**src/rtl/count_wrap_tracker.sv**
```systemverilog
// Watches an upstream free-running counter, tallies max->0 wraps, raises a sticky
// alarm after a programmable wrap count, and serves {count, wraps} snapshots.
module count_wrap_tracker #(
    parameter int unsigned CW          = 4,
    parameter int unsigned WRAP_W      = 8,
    parameter int unsigned ALARM_WRAPS = 16
) (
    input  logic              clk,
    input  logic              reset,
    input  logic [CW-1:0]     cnt_value,
    input  logic              cnt_clear,
    input  logic              snap_req,
    output logic              snap_valid,
    input  logic              snap_ready,
    output logic [CW-1:0]     snap_count,
    output logic [WRAP_W-1:0] snap_wraps,
    output logic              wrap_pulse,
    output logic [WRAP_W-1:0] wrap_count,
    output logic              alarm,
    output logic              dropped
);

    localparam logic [CW-1:0]     CNT_MAX  = {CW{1'b1}};
    localparam logic [WRAP_W-1:0] WRAP_MAX = {WRAP_W{1'b1}};
    localparam logic [WRAP_W-1:0] ALARM_AT = WRAP_W'(ALARM_WRAPS);

    typedef enum logic {
        S_IDLE  = 1'b0,
        S_VALID = 1'b1
    } snap_state_e;

    logic [CW-1:0]     prev_value_q, prev_value_d;
    logic              prev_clear_q, prev_clear_d;
    logic              prev_vld_q,   prev_vld_d;

    logic [WRAP_W-1:0] wrap_count_q, wrap_count_d;
    logic              wrap_pulse_q, wrap_pulse_d;
    logic              alarm_q,      alarm_d;

    snap_state_e       state_q, state_d;
    logic              snap_valid_q, snap_valid_d;
    logic [CW-1:0]     snap_count_q, snap_count_d;
    logic [WRAP_W-1:0] snap_wraps_q, snap_wraps_d;
    logic              dropped_q,    dropped_d;

    logic              wrap_det_c;

    // History of the previous upstream sample
    always_comb begin
        prev_value_d = cnt_value;
        prev_clear_d = cnt_clear;
        prev_vld_d   = 1'b1;
    end

    // A max->0 step only counts if the upstream was not being cleared last cycle
    assign wrap_det_c = prev_vld_q & ~prev_clear_q & (prev_value_q == CNT_MAX)
                      & (cnt_value == '0);

    // Wrap tally and alarm; an upstream clear wins over a same-cycle wrap
    always_comb begin
        wrap_count_d = wrap_count_q;
        alarm_d      = alarm_q;
        wrap_pulse_d = 1'b0;
        if (cnt_clear) begin
            wrap_count_d = '0;
            alarm_d      = 1'b0;
        end else if (wrap_det_c) begin
            wrap_pulse_d = 1'b1;
            if (wrap_count_q != WRAP_MAX) begin
                wrap_count_d = wrap_count_q + WRAP_W'(1);
            end
            if (wrap_count_d == ALARM_AT) begin
                alarm_d = 1'b1;
            end
        end
    end

    // Snapshot FSM state register
    always_ff @(posedge clk) begin
        if (reset) begin
            state_q <= S_IDLE;
        end else begin
            state_q <= state_d;
        end
    end

    // Snapshot FSM next state
    always_comb begin
        state_d = state_q;
        case (state_q)
            S_IDLE: begin
                if (snap_req) begin
                    state_d = S_VALID;
                end
            end
            S_VALID: begin
                if (snap_ready && !snap_req) begin
                    state_d = S_IDLE;
                end
            end
            default: state_d = S_IDLE;
        endcase
    end

    // Snapshot outputs: capture on a fresh request or a request riding a handshake
    always_comb begin
        snap_valid_d = (state_d == S_VALID);
        snap_count_d = snap_count_q;
        snap_wraps_d = snap_wraps_q;
        dropped_d    = 1'b0;
        case (state_q)
            S_IDLE: begin
                if (snap_req) begin
                    snap_count_d = cnt_value;
                    snap_wraps_d = wrap_count_q;
                end
            end
            S_VALID: begin
                if (snap_req && snap_ready) begin
                    snap_count_d = cnt_value;
                    snap_wraps_d = wrap_count_q;
                end else if (snap_req) begin
                    dropped_d = 1'b1;
                end
            end
            default: ;
        endcase
    end

    always_ff @(posedge clk) begin
        if (reset) begin
            prev_value_q <= '0;
            prev_clear_q <= 1'b0;
            prev_vld_q   <= 1'b0;
            wrap_count_q <= '0;
            wrap_pulse_q <= 1'b0;
            alarm_q      <= 1'b0;
            snap_valid_q <= 1'b0;
            snap_count_q <= '0;
            snap_wraps_q <= '0;
            dropped_q    <= 1'b0;
        end else begin
            prev_value_q <= prev_value_d;
            prev_clear_q <= prev_clear_d;
            prev_vld_q   <= prev_vld_d;
            wrap_count_q <= wrap_count_d;
            wrap_pulse_q <= wrap_pulse_d;
            alarm_q      <= alarm_d;
            snap_valid_q <= snap_valid_d;
            snap_count_q <= snap_count_d;
            snap_wraps_q <= snap_wraps_d;
            dropped_q    <= dropped_d;
        end
    end

    assign snap_valid = snap_valid_q;
    assign snap_count = snap_count_q;
    assign snap_wraps = snap_wraps_q;
    assign wrap_pulse = wrap_pulse_q;
    assign wrap_count = wrap_count_q;
    assign alarm      = alarm_q;
    assign dropped    = dropped_q;

endmodule

```
**config.mk**
```make
export PLATFORM = sky130hd
export DESIGN_NAME = count_wrap_tracker
export DESIGN_NICKNAME = d
export VERILOG_FILES = /design/src/rtl/count_wrap_tracker.sv
export SDC_FILE = /design/constraint.sdc
export NUM_CORES = 1
export LEC_CHECK = 0
export BUFFER_PORTS_ARGS = -buffer_cell sky130_fd_sc_hd__clkbuf_2
export CAP_MARGIN = 20
export CORE_ASPECT_RATIO = 0.8
export CORE_MARGIN = 2
export CORE_UTILIZATION = 55
export CTS_CLUSTER_SIZE = 24
export DETAILED_ROUTE_END_ITERATION = 8
export PLACE_DENSITY = 0.83
export SYNTH_ARGS = -nofsm -noshare
export SYNTH_HDL_FRONTEND = slang
export SYNTH_SLANG_ARGS = --single-unit
```
**constraint.sdc**
```tcl
create_clock -name clk -period 3.7 [get_ports clk]
set_input_delay 0.37 -clock clk [delete_from_list [all_inputs] [get_ports clk]]
set_output_delay 0.37 -clock clk [all_outputs]
set_load 0.1 [all_outputs]
```
==> results of run 1 <==
metal layers:
metal  vias up  routed length (um)  part of all wire (%)  track usage [%]
met5         -                   0                     0                0
met4         0                  69                   2.5             18.1
met3         8                 176                   6.4             9.09
met2        51                1270                    46             34.3
met1       500                1240                    45             25.5
li1        535                   -                     -                -
stage by stage:
stage | std cells | util (%) | total power, mW
after floorplan | 134 | - | 0.386
after global placement | 182 | 65.9 | 0.398
after detailed placement | 182 | 65.9 | 0.400
after CTS | 189 | 67.9 | 0.569
after global routing | 189 | 67.9 | 0.588
final | 189 | 67.9 | 0.569
power by group:
part / internal, mW / switching (mW) / leakage, nW
clock network: 0.0715 / 0.106 / 0.0254
logic: 0.0148 / 0.0448 / 0.396
registers: 0.330 / 0.00282 / 0.244
total: 0.416 / 0.153 / 0.666
layout make-up:
| cell class | count | area (sq um) |
|---|---|---|
| clock buffers | 7 | 45.0 |
| well taps | 25 | 31.3 |
| inverters | 6 | 22.5 |
| multi-input cells | 88 | 599 |
| flip-flops and latches | 30 | 601 |
| fillers | 178 | 692 |
| repair buffers | 33 | 168 |
worst max-delay path, delay by kind of cell (launching register included):
kind            cells  cell delay (ns)
mux                 1             0.24
simple gates        2             0.32
compound gates      1             0.54
fa+ha+maj           1             0.34
flops               1             0.40
logic make-up after synthesis:
| family | count (synthesis) | synth area share (%) |
|---|---|---|
| flops | 30 | 47.6 |
| buf+inv | 16 | 4.86 |
| compound gates | 20 | 12.7 |
| fa+ha+maj | 1 | 0.992 |
| mux | 13 | 10.3 |
| simple gates | 53 | 22.8 |
| xor+xnor | 1 | 0.695 |
worst max path at each step:
stage,startpoint,slack (ns),cells after the start,end
after floorplan,wrap_count[1]$_SDFFE_PP0P_,1.37,6,wrap_count[1]$_SDFFE_PP0P_
after global placement,cnt_value[0],1.84,5,wrap_count[1]$_SDFFE_PP0P_
after detailed placement,cnt_value[0],1.76,5,wrap_count[7]$_SDFFE_PP0P_
after CTS,wrap_count[0]$_SDFFE_PP0P_,1.76,5,wrap_count[1]$_SDFFE_PP0P_
after global routing,wrap_count[0]$_SDFFE_PP0P_,1.59,5,wrap_count[1]$_SDFFE_PP0P_
final,wrap_count[0]$_SDFFE_PP0P_,1.75,5,wrap_count[1]$_SDFFE_PP0P_
sequential cells by signal (all words and copies together), names as in the netlist:
| signal | cells |
|---|---|
| snap_wraps | 8 |
| wrap_count | 8 |
| prev_value_q | 4 |
| snap_count | 4 |
| alarm | 1 |
| dropped | 1 |
| prev_clear_q | 1 |
| prev_vld_q | 1 |
| snap_valid | 1 |
| wrap_pulse | 1 |
synthesized netlist by cell type, drive strengths merged, types with 2 or more instances:
library cell and instances:
or4 2, nand3 6, nand2 3, dfxtp 30
a21oi 7, nor4 2, mux2i 13, nor3 2
inv 6, buf 2, and3 3, and4 2
o211a 2, nor2b 5, clkbuf 8, nor2 18
nand4 4, a21o 4
==> impl_metrics.yaml, run 1 <==
critical_path:
  worstPathArrival_ns: 2.18
  crit_type: "reg -> reg"
  required_ns: 3.93
  r2r_setup_slack_ns: 1.75
  start_kind: "flop"
  path_cells: "ha_1 -> and4_1 -> a2111oi_4 -> mux2i_1 -> nor2_1"
  reg2reg_to: "wrap_count[1]$_SDFFE_PP0P_"
  crit_path_max_fanout: 10
  crit_slowest_cell: "a2111oi_4"
  crit_path_max_incr_delay_ns: 0.54
  reg2reg_from: "wrap_count[0]$_SDFFE_PP0P_"
  cp-end-kind: "flop"
  reg2reg_depth: 5
yosys:
  synth-main-ff-cell: "dfxtp_1"
  netlist.top_cell.by_area: "dfxtp_1"
  synth_edf_count: 0
  ys_types: 36
  synth_area_sq_mm: 0.00126
  syn_avg_cell_area_sq_um: 9.41
  synthArstFlopShare_pct: 0
  synthCells: 134
  ys.warnings.count: 0
  synth_area_leaders: "dfxtp_1, mux2i_1, nor2_1, a21oi_1, nor2b_1"
  yosysSeqAreaShare_pct: 47.6
  syn-num-nets: 144
  yosys.area.top_type_share_pct: 47.6
  synth_seq_cells: 30
global_routing:
  grt_pass1_wl_um: 4310
  antenna_found_initial: 0
  grt_pass1_vias: 995
  grt_max_degree: 22
  grt.total_usage_pct: 22.4
  globalRoute.totalOverflow: 0
finish:
  drive_gt1_share_pct: 25.6
  final_cell_mix: "clkbuf_2, dfxtp_1, nor2_1, mux2i_1, a21oi_1"
  syn2layout_area_growth_pct: 16.3
  stdcell_area_sq_mm: 0.00147
  final_common_cell: "clkbuf_2"
  antennaDiodeCount: 0
  final_net_count: 174
sta:
  slew_headroom_pct: 61.7
  fin_setup_tns_ns: 0
  clock_skew_ns: 0.00343
  worst_slack_ns: 1.75
  whs_ns: 0.291
  min_period_over_period_pct: 52.8
  fmax_ghz: 0.512
  hold_viol_final: 0
  rsz0062_at_grt: "false"
  setup_viol: 0
  worstMarginPinSlew_ns: 0.570
  finalCriticalPeriod_ns: 1.95
  report.final.slew_viol_count: 0
drt:
  drt-total-wl_um: 2750
  routedWlPerCell_um: 14.5
  drcViolationCount: 0
  dr_total_vias: 1094
  drt-pass1-iter-count: 4
  drt-vias-per-instance: 5.79
  ant_nets: 0
  drt_first_iter_violations: 44
floorplan:
  core_sq_mm: 0.00216
  rows: 15
  initial_core_util_pct: 58.4
  ios: 33
  die-area_sq_mm: 0.00269
  die_y_um: 46.8
  dieWidth_um: 57.5
cts:
  cts_setup_buffers: 0
  ctsRootBufferMaster: "clkbuf_4"
  path_clk_slew_ns: 0.09
  clkSinkCount: 30
  htreeDepth: 2
  cts_resized: 0
  cts_tree: "done"
  cts_hold_buf: 0
  clock_latency_ns: 0.33
  cts_buffer_depth: 2
  cts_inserted_buffers: 5
placement:
  hpwl_um: 1950
  pre_cts_ws_ns: 1.76
  io_buffers: 32
  placed_area_sq_mm: 0.00142
  gp_congestion: 0.894
pwr:
  leakage_nw: 0.666
  p_per_area_mw_per_mm2: 388
  vdd_ir_drop_max_mv: 0.333
min_path:
  min_to: "prev_value_q[0]$_SDFF_PP0_"
  hold_class: "in -> reg"
  hold_depth: 2
  hold_start: "cnt_value[0]"
status:
  status: "finished clean"
job:
  cap_violations: 0
No activity file was read; power rests on OpenSTA's default activity.
==> run 2: changes to the inputs <==
Settings changed: CORE_UTILIZATION 55 to 46, PLACE_DENSITY 0.83 to 0.74.
Clock period 3.7 ns to 1.65 ns, I/O delays scaled along.
==> run 2 against run 1 <==
Die area rose by 18%. Highest routed layer unchanged. Final area rose by 8.5%. Critical path type unchanged. Clock-buffer cell count did not move.
==> impl_metrics.yaml, run 2 (synthesized netlist as in run 1, its figures left out) <==
min_path:
  hold_class: "in -> reg"
  hold_depth: 3
drt:
  dr_total_vias: 1134
  ant_nets: 0
  drt-vias-per-instance: 5.48
  routedWlPerCell_um: 14.0
  drt-total-wl_um: 2910
  drt-pass1-iter-count: 5
  drt_first_iter_violations: 62
  drcViolationCount: 0
cts:
  ctsRootBufferMaster: "clkbuf_4"
  cts_hold_buf: 0
  cts_inserted_buffers: 5
  cts_tree: "done"
  htreeDepth: 2
  clock_latency_ns: 0.32
  clkSinkCount: 30
  path_clk_slew_ns: 0.09
  cts_buffer_depth: 2
global_routing:
  grt_pass1_wl_um: 4940
  grt_max_degree: 20
  met1_usage_pct: 27.4
  grt_use_met2_pct: 29.4
  grt.total_usage_pct: 19.9
  use_met3_pct: 6.61
  busiest_layer: "met2"
  grt_pass1_vias: 1047
  globalRoute.totalOverflow: 0
  antenna_found_initial: 0
placement:
  hpwl_um: 2120
  pre_cts_ws_ns: 0.0352
  io_buffers: 32
  gp_congestion: 0.852
status:
  status: "finished clean"
finish:
  antennaDiodeCount: 0
  final_cell_mix: "clkbuf_2, dfxtp_1, nor2_1, mux2i_1, dfxtp_4"
  seqCellArea_sq_um: 629
  syn2layout_area_growth_pct: 26.2
  multiInputGateArea_sq_um: 618
  drive_gt1_share_pct: 36.3
  n_fill_cell: 230
  final_common_cell: "clkbuf_2"
  final_net_count: 180
pwr:
  p_per_area_mw_per_mm2: 830
  vdd_ir_drop_max_mv: 0.392
  leakage_nw: 0.713
  power_mw: 1.32
sta:
  worstMarginPinSlew_ns: 0.547
  hold_viol_final: 0
  min_period_over_period_pct: 94.0
  rsz0062_at_grt: "false"
  clock_skew_ns: 0.00745
  fmax_ghz: 0.645
  setup_viol: 0
  finalCriticalPeriod_ns: 1.55
  worst_slack_ns: 0.0985
  report.final.slew_viol_count: 0
  slew_headroom_pct: 63.7
critical_path:
  start_kind: "flop"
  crit_path_max_fanout: 8
  path_cells: "ha_4 -> and4_4 -> a2111oi_4 -> buf_6 -> nand3_1 -> a21oi_2"
  worstPathArrival_ns: 1.80
  cp-end-kind: "flop"
  crit_cells: 6
  crit_type: "reg -> reg"
  cp.buffers_inverters: 1
  required_ns: 1.90
  crit_slowest_cell: "dfxtp_4"
  crit_path_max_incr_delay_ns: 0.36
  reg2reg_depth: 6
  cp_top_family: "compound AO/OA/AOI/OAI gates"
job:
  cap_violations: 0
floorplan:
  dieWidth_um: 62.5
  initial_core_util_pct: 50.0
  die-area_sq_mm: 0.00318
  rows: 16
  die_y_um: 50.8
  core_sq_mm: 0.00252
  ios: 33
-- run 2: changes by cell type in the layout (fill, tap and decap cells not counted), moves of 2 or more --
cell and delta:
dfxtp_1 -9, dfxtp_4 +7, buf_4 +5, dfxtp_2 +2
-- run 2: worst min-delay path: stages --
cell	delay, ns
clkbuf_2	0.10
a21oi_1	0.04
nor2_1	0.07
-- run 2: layer usage --
metal / up-vias / share of wire [%]
li1: 554 / -
met1: 529 / 45
met2: 46 / 46
met3: 5 / 7.8
met4: 0 / 1.3
met5: - / 0
-- run 2: cell type report --
class	instances	share of cell area [%]
tap	36	2.83
inverter	6	1.42
sequential	30	39.5
clock buffer	7	3.46
timing repair buffer	39	13.6
multi-input combinational	88	38.8
clock inverter	1	0.314
-- run 2: path summary, 6_finish.rpt --
path / from / slack (ns) / to
worst max-delay path: wrap_count[0]$_SDFFE_PP0P_ / 0.1 / wrap_count[2]$_SDFFE_PP0P_
worst min-delay path: snap_req / 0.09 / snap_valid$_SDFF_PP0_
worst max register to register: wrap_count[0]$_SDFFE_PP0P_ / 0.1 / wrap_count[2]$_SDFFE_PP0P_
worst min register to register: alarm$_SDFFE_PP0P_ / 0.48 / alarm$_SDFFE_PP0P_
-- run 2: through the flow --
stage	instances	utilization (%)	hold WS, ns	setup TNS, ns	cell area [sq um]
after global routing	207	63.1	0.0948	0	1590
after detailed placement	199	60.4	0.417	0	1520
after floorplan	134	-	0.281	-1.02	1340
after CTS	207	62.8	0.0833	0	1580
after global placement	199	60.4	0.393	0	1520
final	207	63.1	0.0875	0	1590
-- run 2: timing repair --
action / CTS / global route
endpoints found under the setup margin: 0 / 4
buffers inserted: 0 / 0
gates resized for setup: 0 / 2
-- run 2: power by group --
part	internal [mW]	switching, mW
Clock	0.206	0.242
Combinational	0.0349	0.102
Sequential	0.729	0.00659
Total	0.970	0.350
